==> src/rtl/id_ex_register_if.sv <==
// ---------------------------------------------------------------------------
// id_ex_register_if
//
// Bundle of every signal between the ID stage and the ID/EX pipeline
// register, plus the registered outputs that go to EX and to the hazard
// and forwarding logic.
//
//   master : the ID/EX consumer side (drives *_i, observes *_o)
//   slave  : the ID/EX register itself (samples *_i, drives *_o)
//
// Signals:
//   flush_i                      branch/jump flush, loads a bubble
//   RegWrite_i .. RegDst_i       ID control bits
//   ALUOp_i                      ID ALU op class
//   RSdata_i, RTdata_i, imm_i    operand data and sign-extended immediate
//   RSaddr_i, RTaddr_i, RDaddr_i register fields of the instruction in ID
//   *_o                          registered copies presented to EX
//   valid_o                      EX holds a real instruction (0 = bubble)
//   stall_o                      load-use stall, holds PC and IF/ID
//   stall_cnt_o                  saturating count of load-use bubbles
// ---------------------------------------------------------------------------
interface id_ex_register_if #(
    parameter int DATA_W = 32,
    parameter int CNT_W  = 16
);
    logic              flush_i;

    logic              RegWrite_i;
    logic              MemtoReg_i;
    logic              MemRead_i;
    logic              MemWrite_i;
    logic              ALUSrc_i;
    logic              RegDst_i;
    logic [1:0]        ALUOp_i;
    logic [DATA_W-1:0] RSdata_i;
    logic [DATA_W-1:0] RTdata_i;
    logic [DATA_W-1:0] imm_i;
    logic [4:0]        RSaddr_i;
    logic [4:0]        RTaddr_i;
    logic [4:0]        RDaddr_i;

    logic              RegWrite_o;
    logic              MemtoReg_o;
    logic              MemRead_o;
    logic              MemWrite_o;
    logic              ALUSrc_o;
    logic              RegDst_o;
    logic [1:0]        ALUOp_o;
    logic [DATA_W-1:0] RSdata_o;
    logic [DATA_W-1:0] RTdata_o;
    logic [DATA_W-1:0] imm_o;
    logic [4:0]        RSaddr_o;
    logic [4:0]        RTaddr_o;
    logic [4:0]        RDaddr_o;
    logic              valid_o;
    logic              stall_o;
    logic [CNT_W-1:0]  stall_cnt_o;

    modport master (
        output flush_i,
        output RegWrite_i, MemtoReg_i, MemRead_i, MemWrite_i, ALUSrc_i, RegDst_i,
        output ALUOp_i, RSdata_i, RTdata_i, imm_i, RSaddr_i, RTaddr_i, RDaddr_i,
        input  RegWrite_o, MemtoReg_o, MemRead_o, MemWrite_o, ALUSrc_o, RegDst_o,
        input  ALUOp_o, RSdata_o, RTdata_o, imm_o, RSaddr_o, RTaddr_o, RDaddr_o,
        input  valid_o, stall_o, stall_cnt_o
    );

    modport slave (
        input  flush_i,
        input  RegWrite_i, MemtoReg_i, MemRead_i, MemWrite_i, ALUSrc_i, RegDst_i,
        input  ALUOp_i, RSdata_i, RTdata_i, imm_i, RSaddr_i, RTaddr_i, RDaddr_i,
        output RegWrite_o, MemtoReg_o, MemRead_o, MemWrite_o, ALUSrc_o, RegDst_o,
        output ALUOp_o, RSdata_o, RTdata_o, imm_o, RSaddr_o, RTaddr_o, RDaddr_o,
        output valid_o, stall_o, stall_cnt_o
    );
endinterface

==> src/rtl/id_ex_register.sv <==
// ---------------------------------------------------------------------------
// id_ex_register
//
// ID/EX pipeline register of the five-stage MIPS core with load-use hazard
// detection. Each rising edge it captures the decoded instruction from ID
// and presents it to EX. When the load now sitting in EX writes a register
// that the instruction in ID reads, stall_o is raised for one cycle and a
// single bubble is inserted so MEM->EX forwarding can resolve the operand.
//
// Ports:
//   clk_i  : clock, rising edge
//   rst_i  : asynchronous reset, active low
//   bus    : id_ex_register_if.slave, ID inputs and registered EX outputs
//
// Parameters:
//   DATA_W : operand/immediate width (must match the interface)
//   CNT_W  : stall counter width (must match the interface)
// ---------------------------------------------------------------------------
module id_ex_register #(
    parameter int DATA_W = 32,
    parameter int CNT_W  = 16
) (
    input  logic                 clk_i,
    input  logic                 rst_i,
    id_ex_register_if.slave      bus
);

    typedef struct packed {
        logic              reg_write;
        logic              mem_to_reg;
        logic              mem_read;
        logic              mem_write;
        logic              alu_src;
        logic              reg_dst;
        logic [1:0]        alu_op;
        logic [DATA_W-1:0] rs_data;
        logic [DATA_W-1:0] rt_data;
        logic [DATA_W-1:0] imm;
        logic [4:0]        rs_addr;
        logic [4:0]        rt_addr;
        logic [4:0]        rd_addr;
        logic              valid;
    } stage_t;

    localparam logic [CNT_W-1:0] CNT_MAX = '1;

    stage_t           stage_q;
    stage_t           capture;
    logic [CNT_W-1:0] stall_cnt_q;
    logic             stall;

    always_comb begin
        capture            = '0;
        capture.reg_write  = bus.RegWrite_i;
        capture.mem_to_reg = bus.MemtoReg_i;
        capture.mem_read   = bus.MemRead_i;
        capture.mem_write  = bus.MemWrite_i;
        capture.alu_src    = bus.ALUSrc_i;
        capture.reg_dst    = bus.RegDst_i;
        capture.alu_op     = bus.ALUOp_i;
        capture.rs_data    = bus.RSdata_i;
        capture.rt_data    = bus.RTdata_i;
        capture.imm        = bus.imm_i;
        capture.rs_addr    = bus.RSaddr_i;
        capture.rt_addr    = bus.RTaddr_i;
        capture.rd_addr    = bus.RDaddr_i;
        capture.valid      = 1'b1;
    end

    // A load into $0 never creates a dependency, and a bubble (valid=0,
    // mem_read=0) can never stall, so every stall lasts exactly one cycle.
    always_comb begin
        stall = stage_q.mem_read & stage_q.valid & (stage_q.rt_addr != 5'd0) &
                ((stage_q.rt_addr == bus.RSaddr_i) | (stage_q.rt_addr == bus.RTaddr_i));
    end

    // A bubble is the all-zero stage: zeroed addresses keep it from ever
    // matching in the forwarding unit. Flush outranks stall and does not
    // count as a load-use bubble.
    always_ff @(posedge clk_i or negedge rst_i) begin
        if (!rst_i) begin
            stage_q     <= '0;
            stall_cnt_q <= '0;
        end else if (bus.flush_i) begin
            stage_q <= '0;
        end else if (stall) begin
            stage_q <= '0;
            if (stall_cnt_q != CNT_MAX) begin
                stall_cnt_q <= stall_cnt_q + 1'b1;
            end
        end else begin
            stage_q <= capture;
        end
    end

    assign bus.RegWrite_o  = stage_q.reg_write;
    assign bus.MemtoReg_o  = stage_q.mem_to_reg;
    assign bus.MemRead_o   = stage_q.mem_read;
    assign bus.MemWrite_o  = stage_q.mem_write;
    assign bus.ALUSrc_o    = stage_q.alu_src;
    assign bus.RegDst_o    = stage_q.reg_dst;
    assign bus.ALUOp_o     = stage_q.alu_op;
    assign bus.RSdata_o    = stage_q.rs_data;
    assign bus.RTdata_o    = stage_q.rt_data;
    assign bus.imm_o       = stage_q.imm;
    assign bus.RSaddr_o    = stage_q.rs_addr;
    assign bus.RTaddr_o    = stage_q.rt_addr;
    assign bus.RDaddr_o    = stage_q.rd_addr;
    assign bus.valid_o     = stage_q.valid;
    assign bus.stall_o     = stall;
    assign bus.stall_cnt_o = stall_cnt_q;

endmodule

==> src/flat_wrapper.sv <==
// flat-port wrapper written by rule: the top's interface ports become plain ports
module id_ex_register_flat 
#(
    parameter int DATA_W = 32,
    parameter int CNT_W  = 16
)
  (clk_i, rst_i, bus_flush_i, bus_RegWrite_i, bus_MemtoReg_i, bus_MemRead_i, bus_MemWrite_i, bus_ALUSrc_i, bus_RegDst_i, bus_ALUOp_i, bus_RSdata_i, bus_RTdata_i, bus_imm_i, bus_RSaddr_i, bus_RTaddr_i, bus_RDaddr_i, bus_RegWrite_o, bus_MemtoReg_o, bus_MemRead_o, bus_MemWrite_o, bus_ALUSrc_o, bus_RegDst_o, bus_ALUOp_o, bus_RSdata_o, bus_RTdata_o, bus_imm_o, bus_RSaddr_o, bus_RTaddr_o, bus_RDaddr_o, bus_valid_o, bus_stall_o, bus_stall_cnt_o);
  id_ex_register_if #(.DATA_W(DATA_W), .CNT_W(CNT_W)) bus_i ();
  input  logic clk_i;
  input  logic rst_i;
  input wire logic [$bits(bus_i.flush_i)-1:0] bus_flush_i;
  input wire logic [$bits(bus_i.RegWrite_i)-1:0] bus_RegWrite_i;
  input wire logic [$bits(bus_i.MemtoReg_i)-1:0] bus_MemtoReg_i;
  input wire logic [$bits(bus_i.MemRead_i)-1:0] bus_MemRead_i;
  input wire logic [$bits(bus_i.MemWrite_i)-1:0] bus_MemWrite_i;
  input wire logic [$bits(bus_i.ALUSrc_i)-1:0] bus_ALUSrc_i;
  input wire logic [$bits(bus_i.RegDst_i)-1:0] bus_RegDst_i;
  input wire logic [$bits(bus_i.ALUOp_i)-1:0] bus_ALUOp_i;
  input wire logic [$bits(bus_i.RSdata_i)-1:0] bus_RSdata_i;
  input wire logic [$bits(bus_i.RTdata_i)-1:0] bus_RTdata_i;
  input wire logic [$bits(bus_i.imm_i)-1:0] bus_imm_i;
  input wire logic [$bits(bus_i.RSaddr_i)-1:0] bus_RSaddr_i;
  input wire logic [$bits(bus_i.RTaddr_i)-1:0] bus_RTaddr_i;
  input wire logic [$bits(bus_i.RDaddr_i)-1:0] bus_RDaddr_i;
  output wire logic [$bits(bus_i.RegWrite_o)-1:0] bus_RegWrite_o;
  output wire logic [$bits(bus_i.MemtoReg_o)-1:0] bus_MemtoReg_o;
  output wire logic [$bits(bus_i.MemRead_o)-1:0] bus_MemRead_o;
  output wire logic [$bits(bus_i.MemWrite_o)-1:0] bus_MemWrite_o;
  output wire logic [$bits(bus_i.ALUSrc_o)-1:0] bus_ALUSrc_o;
  output wire logic [$bits(bus_i.RegDst_o)-1:0] bus_RegDst_o;
  output wire logic [$bits(bus_i.ALUOp_o)-1:0] bus_ALUOp_o;
  output wire logic [$bits(bus_i.RSdata_o)-1:0] bus_RSdata_o;
  output wire logic [$bits(bus_i.RTdata_o)-1:0] bus_RTdata_o;
  output wire logic [$bits(bus_i.imm_o)-1:0] bus_imm_o;
  output wire logic [$bits(bus_i.RSaddr_o)-1:0] bus_RSaddr_o;
  output wire logic [$bits(bus_i.RTaddr_o)-1:0] bus_RTaddr_o;
  output wire logic [$bits(bus_i.RDaddr_o)-1:0] bus_RDaddr_o;
  output wire logic [$bits(bus_i.valid_o)-1:0] bus_valid_o;
  output wire logic [$bits(bus_i.stall_o)-1:0] bus_stall_o;
  output wire logic [$bits(bus_i.stall_cnt_o)-1:0] bus_stall_cnt_o;
  assign bus_i.flush_i = bus_flush_i;
  assign bus_i.RegWrite_i = bus_RegWrite_i;
  assign bus_i.MemtoReg_i = bus_MemtoReg_i;
  assign bus_i.MemRead_i = bus_MemRead_i;
  assign bus_i.MemWrite_i = bus_MemWrite_i;
  assign bus_i.ALUSrc_i = bus_ALUSrc_i;
  assign bus_i.RegDst_i = bus_RegDst_i;
  assign bus_i.ALUOp_i = bus_ALUOp_i;
  assign bus_i.RSdata_i = bus_RSdata_i;
  assign bus_i.RTdata_i = bus_RTdata_i;
  assign bus_i.imm_i = bus_imm_i;
  assign bus_i.RSaddr_i = bus_RSaddr_i;
  assign bus_i.RTaddr_i = bus_RTaddr_i;
  assign bus_i.RDaddr_i = bus_RDaddr_i;
  assign bus_RegWrite_o = bus_i.RegWrite_o;
  assign bus_MemtoReg_o = bus_i.MemtoReg_o;
  assign bus_MemRead_o = bus_i.MemRead_o;
  assign bus_MemWrite_o = bus_i.MemWrite_o;
  assign bus_ALUSrc_o = bus_i.ALUSrc_o;
  assign bus_RegDst_o = bus_i.RegDst_o;
  assign bus_ALUOp_o = bus_i.ALUOp_o;
  assign bus_RSdata_o = bus_i.RSdata_o;
  assign bus_RTdata_o = bus_i.RTdata_o;
  assign bus_imm_o = bus_i.imm_o;
  assign bus_RSaddr_o = bus_i.RSaddr_o;
  assign bus_RTaddr_o = bus_i.RTaddr_o;
  assign bus_RDaddr_o = bus_i.RDaddr_o;
  assign bus_valid_o = bus_i.valid_o;
  assign bus_stall_o = bus_i.stall_o;
  assign bus_stall_cnt_o = bus_i.stall_cnt_o;
  id_ex_register #(.DATA_W(DATA_W), .CNT_W(CNT_W)) u_core (.clk_i(clk_i), .rst_i(rst_i), .bus(bus_i));
endmodule
==> config.mk <==
export PLATFORM = sky130hd
export DESIGN_NAME = id_ex_register_flat
export DESIGN_NICKNAME = d
export VERILOG_FILES = /design/src/rtl/id_ex_register_if.sv /design/src/rtl/id_ex_register.sv /design/src/flat_wrapper.sv
export SDC_FILE = /design/constraint.sdc
export NUM_CORES = 1
export LEC_CHECK = 0
export CAP_MARGIN = 20
export CORE_ASPECT_RATIO = 0.5
export CORE_MARGIN = 2
export CORE_UTILIZATION = 42
export CTS_CLUSTER_DIAMETER = 80
export DETAILED_ROUTE_END_ITERATION = 12
export HOLD_SLACK_MARGIN = 0.12
export PLACE_DENSITY = 0.95
export SKIP_CTS_REPAIR_TIMING = 1
export SYNTH_ARGS = -nofsm -noshare
export SYNTH_HDL_FRONTEND = slang
export SYNTH_SLANG_ARGS = --single-unit
==> constraint.sdc <==
create_clock -name clk_i -period 4 [get_ports clk_i]
set_input_delay 0.4 -clock clk_i [delete_from_list [all_inputs] [get_ports clk_i]]
set_output_delay 0.4 -clock clk_i [all_outputs]
set_load 0.02 [all_outputs]
### After elaboration in Yosys (flattened, before gate mapping)

Cells that the tools add are included.

* bits in registers: 136
* input port bits: 122
* output and inout bits: 137
* logic and storage cells: 28

* add/sub/neg operators: 1
* equal/unequal tests: 3
* multiplexer cells: 2
* bitwise gates (word level): 5
* reduce and logical (&&, ||, !) cells: 2

Operators by type and width (count)
* $mux W120: 2
* $add A16 B1 Y16 const B: 1
* $ne A16 B16 Y1 const B: 1
* $eq A5 B5 Y1: 2
* $reduce_bool A5 Y1: 1
* $and A1 B1 Y1: 3
* $reduce_and A3 Y1: 1
* $not A1 Y1: 1
* $or A1 B1 Y1: 1

### Longest topological paths before layout

* depth in word-level cells: 5
* mapped depth: 7
* gate-level depth less buffers: 6

### Worst setup path after synthesis

OpenSTA, ideal clock, no wires.

* path kind: register to output
* start: register u_core.stage_q, in the netlist u_core.bus.RTaddr_o[1]
* end: output bus_stall_o
* arrival: 1705 ps
* required time: 3600 ps
* slack: 1895 ps
* cell stages (with the launch flop): 6
* buffers on the path: 1
* cell sequence: dfrtp_1 xnor2_1 nand3_1 o22ai_1 clkbuf_1 and2_1

* word-level cells in the longest chain between the ends: 3
* elaborated cells between the ends (all ways): 6
* those cells by class: 2 x eq/ne; 3 x bitwise; 1 x reduce/logical

Ends and longest elaborated chain
* start: declaration: line id_ex_register.sv:47 `stage_t stage_q;`
* start signal: assignment: line id_ex_register.sv:92 `stage_q <= capture;`
* $eq A5 B5 Y1 or $reduce_bool A5 Y1 (tied branches): line id_ex_register.sv:74, id_ex_register.sv:73
* $or A1 B1 Y1 or $and A1 B1 Y1 (tied branches): line id_ex_register.sv:74, id_ex_register.sv:73
* $and A1 B1 Y1 (*): line id_ex_register.sv:73 `stall = stage_q.mem_read & stage_q.valid & (stage_q.rt_addr != 5'd0) &`
* end: declaration: line flat_wrapper.sv:39 `output wire logic [$bits(bus_i.stall_o)-1:0] bus_stall_o;`

Every way passes the cells marked *; elsewhere a longest branch is shown, timed or not.

### Worst setup path after layout

* start: register u_core.stage_q, in the netlist u_core.bus.RTaddr_o[3]
* end: output bus_stall_o

Same word-level chain as after synthesis.

==> metrics <==
outcome=finished, final reports clean; Core Footprint=11000 um2; time the worst path needs with I/O delays and setup=2860 ps; total global-route track usage=around 23%; required time at the endpoint of the critical path=around 3600 ps; area fraction of the dominant cell type after synthesis=between 70% and 80%; CP arrival=2460 ps; wire length of the first global-routing pass=21100 um; die outline area=12300 um2; startpoint of the most critical setup path=u_core.bus.RTaddr_o[3]; CTS Sinks=136; maximum clock skew at final layout=9.80 ps; top cells by instance count after synthesis=sky130_fd_sc_hd__dfrtp_1, sky130_fd_sc_hd__and2_1, sky130_fd_sc_hd__xnor2_1; Least-Margin Pin Slew=910 ps; Hold Crit Class=in -> async; total power per unit cell area=446 nW/um2; H-tree depth=4; number of I/O port buffers=258; initial core utilization=43.2%; number of distinct library cell variants in the gate-level netlist after synthesis=28; Worst Setup Start Kind=register; post-synthesis average cell area=13.6 um2; average wire per cell in the routed design=17.5 um; mean number of vias per cell=4.56; DRC errors left=0; number of max-cap violations=0; static leakage=3.55 nW; vias in the first global route=3799; post-route clock period utilization=71.5%; cell accounting for the most synthesized area=sky130_fd_sc_hd__dfrtp_1; number of synthesis warnings=0; number of max-slew violations in the final report=0; FP Rows=27; worst flop-to-flop path startpoint=u_core.bus.RTaddr_o[3]; ys async rst share=100%; synthesized net count=475; final global-route overflow total=0; Cell Count Post-Placement=roughly 740; cell with the most instances after synthesis=sky130_fd_sc_hd__dfrtp_1; maximum count of clock buffers along a single path=2; final cell count without fillers=777; Max Fclk=349 MHz; Inserted Clock Buffers=17; Critical Path Fanout Max=4; number of DRC markers after the initial detailed-route iteration=190; total vias in the final route=about 3500; antenna violation net count after detailed routing=0; register bit count reported by yosys=about 140; worst setup path class=reg -> out; Clk Latency, worst-skew pair=between 400 and 500 ps; die span in x=155 um; Max transition margin=39.3%; router iterations before antenna repair=4; Final setup violation count=0; DRT Wirelength=13600 um; post-synthesis cell area=4780 um2; die span in y=between 70 and 80 um; layout overhead on the synthesized area=71.4%; number of synthesized flops with an enable pin=0; clock slew seen by the registers of the worst setup and hold paths=60 ps; Final Hold Fails=0; top_reg_cell synth=sky130_fd_sc_hd__dfrtp_1; pin count of the biggest net entering global routing=121; register area share after synthesis=between 70% and 80%; number of placed I/O pins=259; TritonCTS clock tree=yes; HPWL reported at the end of detailed placement=approximately 9900 um; number of diodes added for antenna fixing=0; library cell used as clock root buffer=sky130_fd_sc_hd__clkbuf_16; RSZ-0062 raised after global routing=false; number of nets in the final layout=742; sort of element at the end of the critical path=output port; gate count of the mapped netlist=352; leading post-synthesis cells by cell area=sky130_fd_sc_hd__dfrtp_1, sky130_fd_sc_hd__and2_1, sky130_fd_sc_hd__xnor2_1; routability cong.=between 0.8 and 0.9; peak supply drop=0.357 mV; number of antenna violations at the first check in global routing=0; layout cells sized above 1=6.49%; sum of negative setup slack=0 ps
## flip-flops by register name (all words and copies together) (netlist names), 2 cells and up
register                count
u_core.bus.ALUOp_o          2
u_core.bus.RSdata_o        32
u_core.bus.RTdata_o        32
u_core.bus.RDaddr_o         5
u_core.bus.RTaddr_o         5
u_core.bus.stall_cnt_o     16
u_core.bus.imm_o           32
u_core.bus.RSaddr_o         5
## cell usage in the layout (no fill, tap or decap), types with 3 or more instances in the layout
cell                              synthesis  routed
sky130_fd_sc_hd__nor2_1                  11      11
sky130_fd_sc_hd__dfrtp_1                136     136
sky130_fd_sc_hd__inv_6                    0       3
sky130_fd_sc_hd__bufinv_16                0       5
sky130_fd_sc_hd__nand2_1                  6       6
sky130_fd_sc_hd__buf_4                    1       3
sky130_fd_sc_hd__clkbuf_16                0      17
sky130_fd_sc_hd__nand3_1                  9       9
sky130_fd_sc_hd__xnor2_1                 24      24
sky130_fd_sc_hd__clkdlybuf4s50_1          0     257
sky130_fd_sc_hd__and2_1                 120     120
sky130_fd_sc_hd__clkinvlp_4               0       3
sky130_fd_sc_hd__nand4_1                  9       9
## where the power goes
group	switching [mW]	total [mW]	leakage (nW)	internal (mW)
clock network	0.601	1.71	0.308	1.11
registers	0.0270	1.47	1.77	1.44
logic	0.210	0.471	1.47	0.261
total	0.838	3.65	3.55	2.82
## stage by stage
stage / hold WS, ps / worst slack [ps] / area [um2] / utilization, % / power, mW
floorplan: 104 / 1900 / 4780 / - / 1.65
global placement: 490 / 1310 / 7500 / 67.9 / 1.95
detailed placement: 508 / 1300 / 7500 / 67.9 / 1.96
CTS: 188 / 1120 / 8150 / 73.8 / 3.68
global route: 411 / 1020 / 8190 / 74.1 / 3.78
finish: 396 / 1140 / 8190 / 74.1 / 3.65
## final timing paths
kind	end	slack, ps	depth (start not counted)
max	bus_stall_o	1140	5
min	u_core.bus.RTdata_o[4]	400	2
max reg2reg	u_core.bus.RSdata_o[25]	1430	6
min reg2reg	u_core.bus.stall_cnt_o[11]	520	1
max in group asynchronous	u_core.bus.RTdata_o[16]	2550	4
min in group clk_i	u_core.bus.stall_cnt_o[11]	520	1
## logic make-up after synthesis
logic type,after synthesis,share of synthesized area [%]
buffers and inverters,16,1.62
adder cells (fa/ha/maj),1,0.262
flip-flops,136,71.3
AO/OA/AOI/OAI,3,0.576
AND/OR/NAND/NOR,170,21.5
XOR/XNOR,25,4.58
multiplexers,1,0.236
## layer usage
metal  vias to the layer above  share of wire [%]  GRT usage (%)
met5                         -                  0              0
met4                         0                1.8           8.61
met3                        25                3.6           5.43
met2                        99                 55           41.6
met1                      1770                 40           27.1
li1                       1651                  -              -
## worst max-delay path, cell delays in order (launching register included)
cell and delay [ps]:
sky130_fd_sc_hd__dfrtp_1 450, sky130_fd_sc_hd__or4_1 550, sky130_fd_sc_hd__o211ai_2 250, sky130_fd_sc_hd__inv_2 100, sky130_fd_sc_hd__and2_1 180, sky130_fd_sc_hd__clkdlybuf4s50_1 540
## layout make-up
| cell class | count | area, um2 |
|---|---|---|
| Clock buffer | 18 | 429 |
| Timing Repair Buffer | 263 | 2640 |
| Tap cell | 145 | 181 |
| Multi-Input combinational cell | 200 | 1300 |
| Clock inverter | 14 | 221 |
| Fill cell | 723 | 2860 |
| Inverter | 1 | 3.75 |
| Sequential cell | 136 | 3400 |
No activity file was read; power rests on OpenSTA's default activity.
